### src/rtl/alu_exec_unit.sv
// Execute-stage ALU: single-cycle ADD/SUB/AND/OR/SLT, iterative SLL, valid/ready on both sides.
// Optional signed-overflow output when ALU_OVF_EN is defined.
module alu_exec_unit #(
    parameter int WIDTH   = 32,
    parameter int SHAMT_W = 5
) (
    input  logic               CLK,
    input  logic               RST,
    input  logic               in_valid,
    output logic               in_ready,
    input  logic [2:0]         ALU_control,
    input  logic [WIDTH-1:0]   src_a,
    input  logic [WIDTH-1:0]   src_b,
    input  logic [SHAMT_W-1:0] shamt,
    output logic               out_valid,
    input  logic               out_ready,
    output logic [WIDTH-1:0]   result,
`ifdef ALU_OVF_EN
    output logic               overflow,
`endif
    output logic               zero
);

    localparam logic [2:0] OP_AND = 3'b000;
    localparam logic [2:0] OP_OR  = 3'b001;
    localparam logic [2:0] OP_ADD = 3'b010;
    localparam logic [2:0] OP_SLL = 3'b011;
    localparam logic [2:0] OP_SUB = 3'b110;
    localparam logic [2:0] OP_SLT = 3'b111;

    typedef enum logic [1:0] {IDLE, SHIFT, HOLD} state_t;

    state_t             state;
    logic [SHAMT_W-1:0] cnt;
    logic [WIDTH-1:0]   op_res;
    logic [WIDTH-1:0]   shl_res;
    logic               accept;
    logic               sll_multi;

    // Single-cycle result; SLL here only covers the zero-shift case.
    function automatic logic [WIDTH-1:0] alu_op(input logic [2:0] code,
                                                input logic [WIDTH-1:0] a,
                                                input logic [WIDTH-1:0] b);
        logic signed [WIDTH-1:0] a_s;
        logic signed [WIDTH-1:0] b_s;
        a_s = a;
        b_s = b;
        case (code)
            OP_ADD:  alu_op = a + b;
            OP_SUB:  alu_op = a - b;
            OP_AND:  alu_op = a & b;
            OP_OR:   alu_op = a | b;
            OP_SLT:  alu_op = {{(WIDTH-1){1'b0}}, (a_s < b_s)};
            OP_SLL:  alu_op = b;
            default: alu_op = '0;
        endcase
    endfunction

`ifdef ALU_OVF_EN
    function automatic logic alu_ovf(input logic [2:0] code,
                                     input logic [WIDTH-1:0] a,
                                     input logic [WIDTH-1:0] b);
        logic [WIDTH-1:0] sum;
        logic [WIDTH-1:0] dif;
        sum = a + b;
        dif = a - b;
        case (code)
            OP_ADD:  alu_ovf = (a[WIDTH-1] == b[WIDTH-1]) && (sum[WIDTH-1] != a[WIDTH-1]);
            OP_SUB:  alu_ovf = (a[WIDTH-1] != b[WIDTH-1]) && (dif[WIDTH-1] != a[WIDTH-1]);
            default: alu_ovf = 1'b0;
        endcase
    endfunction
`endif

    assign in_ready  = (state == IDLE) || ((state == HOLD) && out_ready);
    assign accept    = in_valid && in_ready;
    assign sll_multi = (ALU_control == OP_SLL) && (shamt != '0);
    assign op_res    = alu_op(ALU_control, src_a, src_b);
    // The result register doubles as the shift accumulator while in SHIFT.
    assign shl_res   = {result[WIDTH-2:0], 1'b0};

    always_ff @(posedge CLK or posedge RST) begin
        if (RST) begin
            state     <= IDLE;
            out_valid <= 1'b0;
            result    <= '0;
            zero      <= 1'b1;
            cnt       <= '0;
`ifdef ALU_OVF_EN
            overflow  <= 1'b0;
`endif
        end else begin
            case (state)
                IDLE, HOLD: begin
                    if (accept) begin
                        if (sll_multi) begin
                            state     <= SHIFT;
                            out_valid <= 1'b0;
                            result    <= src_b;
                            cnt       <= shamt;
`ifdef ALU_OVF_EN
                            overflow  <= 1'b0;
`endif
                        end else begin
                            state     <= HOLD;
                            out_valid <= 1'b1;
                            result    <= op_res;
                            zero      <= (op_res == '0);
                            cnt       <= '0;
`ifdef ALU_OVF_EN
                            overflow  <= alu_ovf(ALU_control, src_a, src_b);
`endif
                        end
                    end else if ((state == HOLD) && out_ready) begin
                        state     <= IDLE;
                        out_valid <= 1'b0;
                    end
                end
                SHIFT: begin
                    result <= shl_res;
                    cnt    <= cnt - 1'b1;
                    if (cnt == SHAMT_W'(1)) begin
                        state     <= HOLD;
                        out_valid <= 1'b1;
                        zero      <= (shl_res == '0);
                    end
                end
                default: begin
                    state     <= IDLE;
                    out_valid <= 1'b0;
                end
            endcase
        end
    end

endmodule

### config.mk
export PLATFORM = sky130hd
export DESIGN_NAME = alu_exec_unit
export DESIGN_NICKNAME = d
export VERILOG_FILES = /design/src/rtl/alu_exec_unit.sv
export SDC_FILE = /design/constraint.sdc
export NUM_CORES = 1
export LEC_CHECK = 0
export BUFFER_PORTS_ARGS = -buffer_cell sky130_fd_sc_hd__buf_4
export CAP_MARGIN = 20
export CORE_ASPECT_RATIO = 0.75
export CORE_UTILIZATION = 50
export DETAILED_ROUTE_END_ITERATION = 8
export PLACE_DENSITY = 0.79
export RECOVER_POWER = 50
export SLEW_MARGIN = 20
export SYNTH_ARGS = -nofsm -noshare
export SYNTH_HDL_FRONTEND = slang
export SYNTH_SLANG_ARGS = --single-unit
### constraint.sdc
create_clock -name CLK -period 3.7 [get_ports CLK]
set_clock_uncertainty 0.1 [all_clocks]
set_input_delay 0.74 -clock CLK [delete_from_list [all_inputs] [get_ports CLK]]
set_output_delay 0.74 -clock CLK [all_outputs]
set_load 0.02 [all_outputs]
**Word level (Yosys, flattened, before mapping)**

Index checks and enable logic that the tools add are counted.

- Register bits: 41
- Input bits: 76
- Output and inout bits: 35
- Logic and storage cells: 58

- $add $sub $neg: 3
- $lt $le $gt $ge: 1
- Equality and inequality tests: 12
- Multiplexer cells: 21
- Bitwise logic cells: 2
- Reductions and logical operators: 14

Operators by type and width:

| cell | number |
|---|---|
| 32-bit one-hot mux with 6 select lines | 1 |
| 32-bit logical NOT | 2 |
| 32-bit 2-to-1 mux | 2 |
| 32-bit one-hot mux with 2 select lines | 1 |
| 32-bit adder | 1 |
| 32-bit AND | 1 |
| 32-bit less-than comparator | 1 |
| 32-bit OR | 1 |
| 32-bit subtractor | 1 |
| 5-bit 2-to-1 mux | 2 |
| 5-bit one-hot mux with 2 select lines | 1 |
| 2-bit 2-to-1 mux | 4 |
| 1-bit 2-to-1 mux | 7 |
| 3-bit by 2-bit equality test with 1-bit output (second input constant) | 2 |
| 3-bit equality test (second input constant) | 2 |
| 2-bit != test (second input constant) | 3 |
| 5-bit by 1-bit equality test with 1-bit output (second input constant) | 1 |
| 5-bit nonzero test | 1 |
| 5-bit by 1-bit subtractor with 5-bit output (second input constant) | 1 |
| 1-bit one-hot mux with 2 select lines | 2 |
| 2-bit one-hot mux with 2 select lines | 1 |
| 2-bit AND reduction | 2 |
| 4-bit AND reduction | 1 |
| 3-bit by 1-bit equality test with 1-bit output (second input constant) | 1 |
| 9 further kinds | 11 |

**Logic depth before layout (Yosys ltp)**

- Word-level depth: 6
- Gate-level depth with buffers: 15
- Depth with buffers taken out: 15

**Worst setup path after synthesis**

Ideal clock, no wire load.

- Kind: input port to flip-flop
- Start: input src_a[0]
- End: register zero
- Library setup time: 0.086 ns
- Arrival time: 3.540 ns
- Required time: 3.514 ns
- Path slack: -0.026 ns
- Stages on the path: 15
- Buffers on the path: 0
- Cell sequence: inv_1 -> ha_1 -> inv_1 -> fa_1 -> nor2b_4 -> o311ai_2 -> a2111oi_4 -> nor2_2 -> o41ai_4 -> a21oi_2 -> o2111ai_1 -> mux2i_1 -> nand3_1 -> or3_1 -> o31ai_2

- Longest elaborated chain between the ends: 6
- Elaborated cells on any way between the ends: 10
- Classes of those cells: add/sub (2); order compare (1); mux (4); bitwise (2); reduce/logical (1)

Ends and longest elaborated chain:

| item | RTL line | source |
|---|---|---|
| start: declaration | 12 | `input logic [WIDTH-1:0] src_a,` |
| 32-bit subtractor, or another cell as far along | 50 | `OP_SUB: alu_op = a - b;` |
| 32-bit one-hot mux with 6 select lines * | 48 | `case (code)` |
| 32-bit logical NOT * | 108 | `zero <= (op_res == '0);` |
| 1-bit 2-to-1 mux * | 96 | `if (sll_multi) begin` |
| 1-bit 2-to-1 mux * | 95 | `if (accept) begin` |
| 1-bit one-hot mux with 2 select lines * | 93 | `case (state)` |
| end signal: assignment | 108 |  |
| end signal: assignment | 125 | `zero <= (shl_res == '0);` |
| end: declaration | 21 | `output logic zero` |

Mark *: on every way between the ends. The rest lies on a longest branch, timed or not. The select of a mux whose other input is x is not followed.
A chain may end at the register's enable or synchronous reset.

**Final worst setup path**

Ends and elaborated chain as after synthesis.

==> flow_metrics.tcl <==
set metrics [dict create \
    grt_pass1_vias 9088 \
    crit_chain "buf_8 -> inv_4 -> ha_4 -> inv_2 -> fa_2 -> nor2b_4 -> o311ai_4 -> a2111oi_4 -> buf_4 -> o21ai_0 -> nand2_1 -> a21oi_1 -> o311a_1 -> a21oi_1 -> o21bai_2 -> or3_4 -> o31ai_2" \
    worst_ep_arrival_time_ns 3.81 \
    synth.top_cell.area_share_pct 17.0 \
    dpl_worst_slack_ns -0.500 \
    antenna_found_initial 0 \
    grt_pass1_wl_um 49600 \
    numClockSinks 40 \
    path_class "in -> reg" \
    yosys.area_share.adder_pct 17.5 \
    synth_simple_gate_area_share_pct 21.5 \
    leakagePower_nw 5.17 \
    drc 0 \
    critical-path-top-delay-family "compound AO/OA/AOI/OAI gates" \
    clkLatencyLatePin_ns 0.28 \
    io_pins 111 \
    wl_per_cell_um 20.8 \
    post_synth_num_cell_types 88 \
    cts_max_level 2 \
    fin_crit_sh_pct 100 \
    busiest_layer "met2" \
    r2r_slack_ns 1.18 \
    die_x_um 146 \
    clockRootBuffer "clkbuf_16" \
    syn-num-nets 1261 \
    synth_async_sr_flop_share_pct 100 \
    use_met2_pct 58.3 \
    synth.largest_area_cell "ha_1" \
    synth_compound_area_share_pct 34.5 \
    dpl.hpwl_um 26400 \
    die_h_um 110 \
    rsz0062_at_grt "true" \
    path_buf_inv 4 \
    worst_r2r_endpoint "result[28]" \
    crit_path_frequent_cell "a21oi_1" \
    ys.flop_type "dfrtp_1" \
    end_kind "flop" \
    num_rows 38 \
    setup_violations 1 \
    wl_um 33000 \
    r2r_start "state[1]" \
    synth_top_family_by_area "compound AO/OA/AOI/OAI gates" \
    total_power_mw 3.41 \
    ys_seq_elements 40 \
    overflow 0 \
    cts_buffers 5 \
    finalHoldViolations 0 \
    synthMuxAreaShare_pct 1.03 \
    avgSynthCellArea_sq_um 7.18 \
    coreArea_sq_mm 0.0148 \
    synth-edff-count 0 \
    whs_path_depth 1 \
    drtAntennaViolNets 0 \
    tightest_slew_ns 2.17 \
    cpPeakStageDelay_ns 0.39 \
    syn_area_sq_mm 0.00774 \
    cp_slowest_cell "or3_4" \
    min_delay_worst_endpoint "state[1]" \
    gp_congestion 1.10 \
    met1_usage_pct 56.9 \
    initial_core_util_pct 52.3 \
    die_area_sq_mm 0.0160 \
    crit_start "src_a[0]" \
    worstPathMaxFanout 3 \
    layout_common_cells "buf_4, nor2_1, ha_1" \
    drive_gt1_share_pct 31.6 \
    syn-instance-count 1078 \
    synth_xor_xnor_area_share_pct 3.62 \
    met3_usage_pct 10.8 \
    reg2regPathDepth 8 \
    clock.fmax_ghz 0.270 \
    area_growth_pct 39.9 \
    period_needed_ns 3.70 \
    cts_tree "done" \
    layout_commonest_cell "buf_4" \
    numPortBuffers 110 \
    antenna_cells 0 \
    yosysWarnings 0 \
    nNetsFinal 1565 \
    drv_slew 41 \
    grt_util_all_layers_pct 39.8 \
    detail_route.first_pass.iterations 5 \
    powerDensity_mw_per_mm2 315 \
    yosysSeqAreaShare_pct 13.0 \
    status "complete, but fails checks" \
    hold_class "reg -> reg" \
    cts_max_path_buffers 2 \
    clk_pin_slew_ns 0.06 \
    max_cap_violations 1 \
    min_from "state[0]" \
    start_kind "primary input" \
    ir_drop_mv 0.219 \
    fin_ws_ns -0.00213 \
    vias_per_cell 6.37 \
    drt_iter0_drc 1402 \
    yosys-top-cells-area "ha_1, dfrtp_1, a21oi_1" \
    vias 10100 \
    violations "max-capacitance violations, max-slew violations, negative setup slack" \
    cp_data_required_time_ns 3.80 \
    max_slew_margin_pct -44.9 \
    grt_max_degree 41 \
]
-- report_power, final --
group          internal, mW  switching, mW  total [mW]
clock                 0.355          0.174       0.529
combinational         0.918           1.20        2.11
sequential            0.573          0.194       0.767
total                  1.85           1.56        3.41
-- synth_stat cells, types with 9 or more instances --
| cell type | instances |
|---|---|
| a211oi_1 | 31 |
| a21oi_1 | 105 |
| a221o_1 | 15 |
| a221oi_1 | 27 |
| a31oi_1 | 9 |
| and3_1 | 24 |
| buf_2 | 17 |
| clkbuf_1 | 41 |
| dfrtp_1 | 39 |
| ha_1 | 105 |
| inv_1 | 95 |
| nand2_1 | 78 |
| nand2b_1 | 13 |
| nand3_1 | 18 |
| nand4_1 | 12 |
| nor2_1 | 106 |
| nor2b_1 | 12 |
| nor3_1 | 24 |
| nor4_1 | 20 |
| o211ai_1 | 10 |
| o21ai_0 | 79 |
| o22ai_1 | 11 |
| xnor2_1 | 28 |
-- through the flow --
stage | setup TNS (ns) | hold slack (ns) | std cells | utilization, % | cell area (sq um)
after floorplan | 0 | 0.373 | 1078 | - | 7740
after global placement | -1.97 | 0.391 | 1568 | 70.4 | 10400
after detailed placement | -2.47 | 0.401 | 1568 | 70.4 | 10400
after CTS | -0.188 | 0.410 | 1580 | 72.3 | 10700
after global routing | -0.0595 | 0.462 | 1583 | 73.2 | 10800
final | -0.00213 | 0.435 | 1583 | 73.2 | 10800
-- worst reg2reg max path: cells and delay by family, from the launching register on --
| kind | cells | cell delay (ns) |
|---|---|---|
| compound gates | 2 | 0.30 |
| flops | 1 | 0.41 |
| simple gates | 4 | 0.95 |
| buf+inv | 2 | 0.65 |
-- sequential cells by signal, indices dropped and copies added, names as in the netlist --
name    count
cnt         5
result     32
state       2
zero        1
-- layer usage --
metal / vias to the layer above / share of wire (%)
met5: - / 0
met4: 0 / 2.3
met3: 94 / 15
met2: 790 / 40
met1: 4651 / 43
li1: 4546 / -
-- cells by family after synthesis --
logic type,Yosys count
compound gates,382
xor+xnor,32
fa+ha+maj,107
buf+inv,169
flops,40
mux,8
simple gates,340
-- how the worst max path moves through the flow --
stage                      end  slack, ns  cells past startpoint
after floorplan           zero       0.03                     15
after global placement    zero      -0.45                     17
after detailed placement  zero      -0.50                     17
after CTS                 zero      -0.12                     16
after global routing      zero      -0.06                     16
final                     zero     -0.002                     17
-- area by class of cell --
| type | count | area, sq um |
|---|---|---|
| Clock buffer | 7 | 153 |
| Clock inverter | 1 | 30.0 |
| Fill cell | 1208 | 3960 |
| Inverter | 98 | 370 |
| Multi-Input combinational cell | 869 | 6270 |
| Sequential cell | 40 | 1000 |
| Tap cell | 200 | 250 |
| Timing Repair Buffer | 368 | 2750 |
-- repair_timing --
item | CTS | global route
hold buffers | 0 | 0
resized for setup | 17 | 43
setup buffers | 5 | 3
pin swaps | 13 | 26
setup endpoints to repair | 1 | 9
Note: power is estimated with default switching activity, not from simulation.
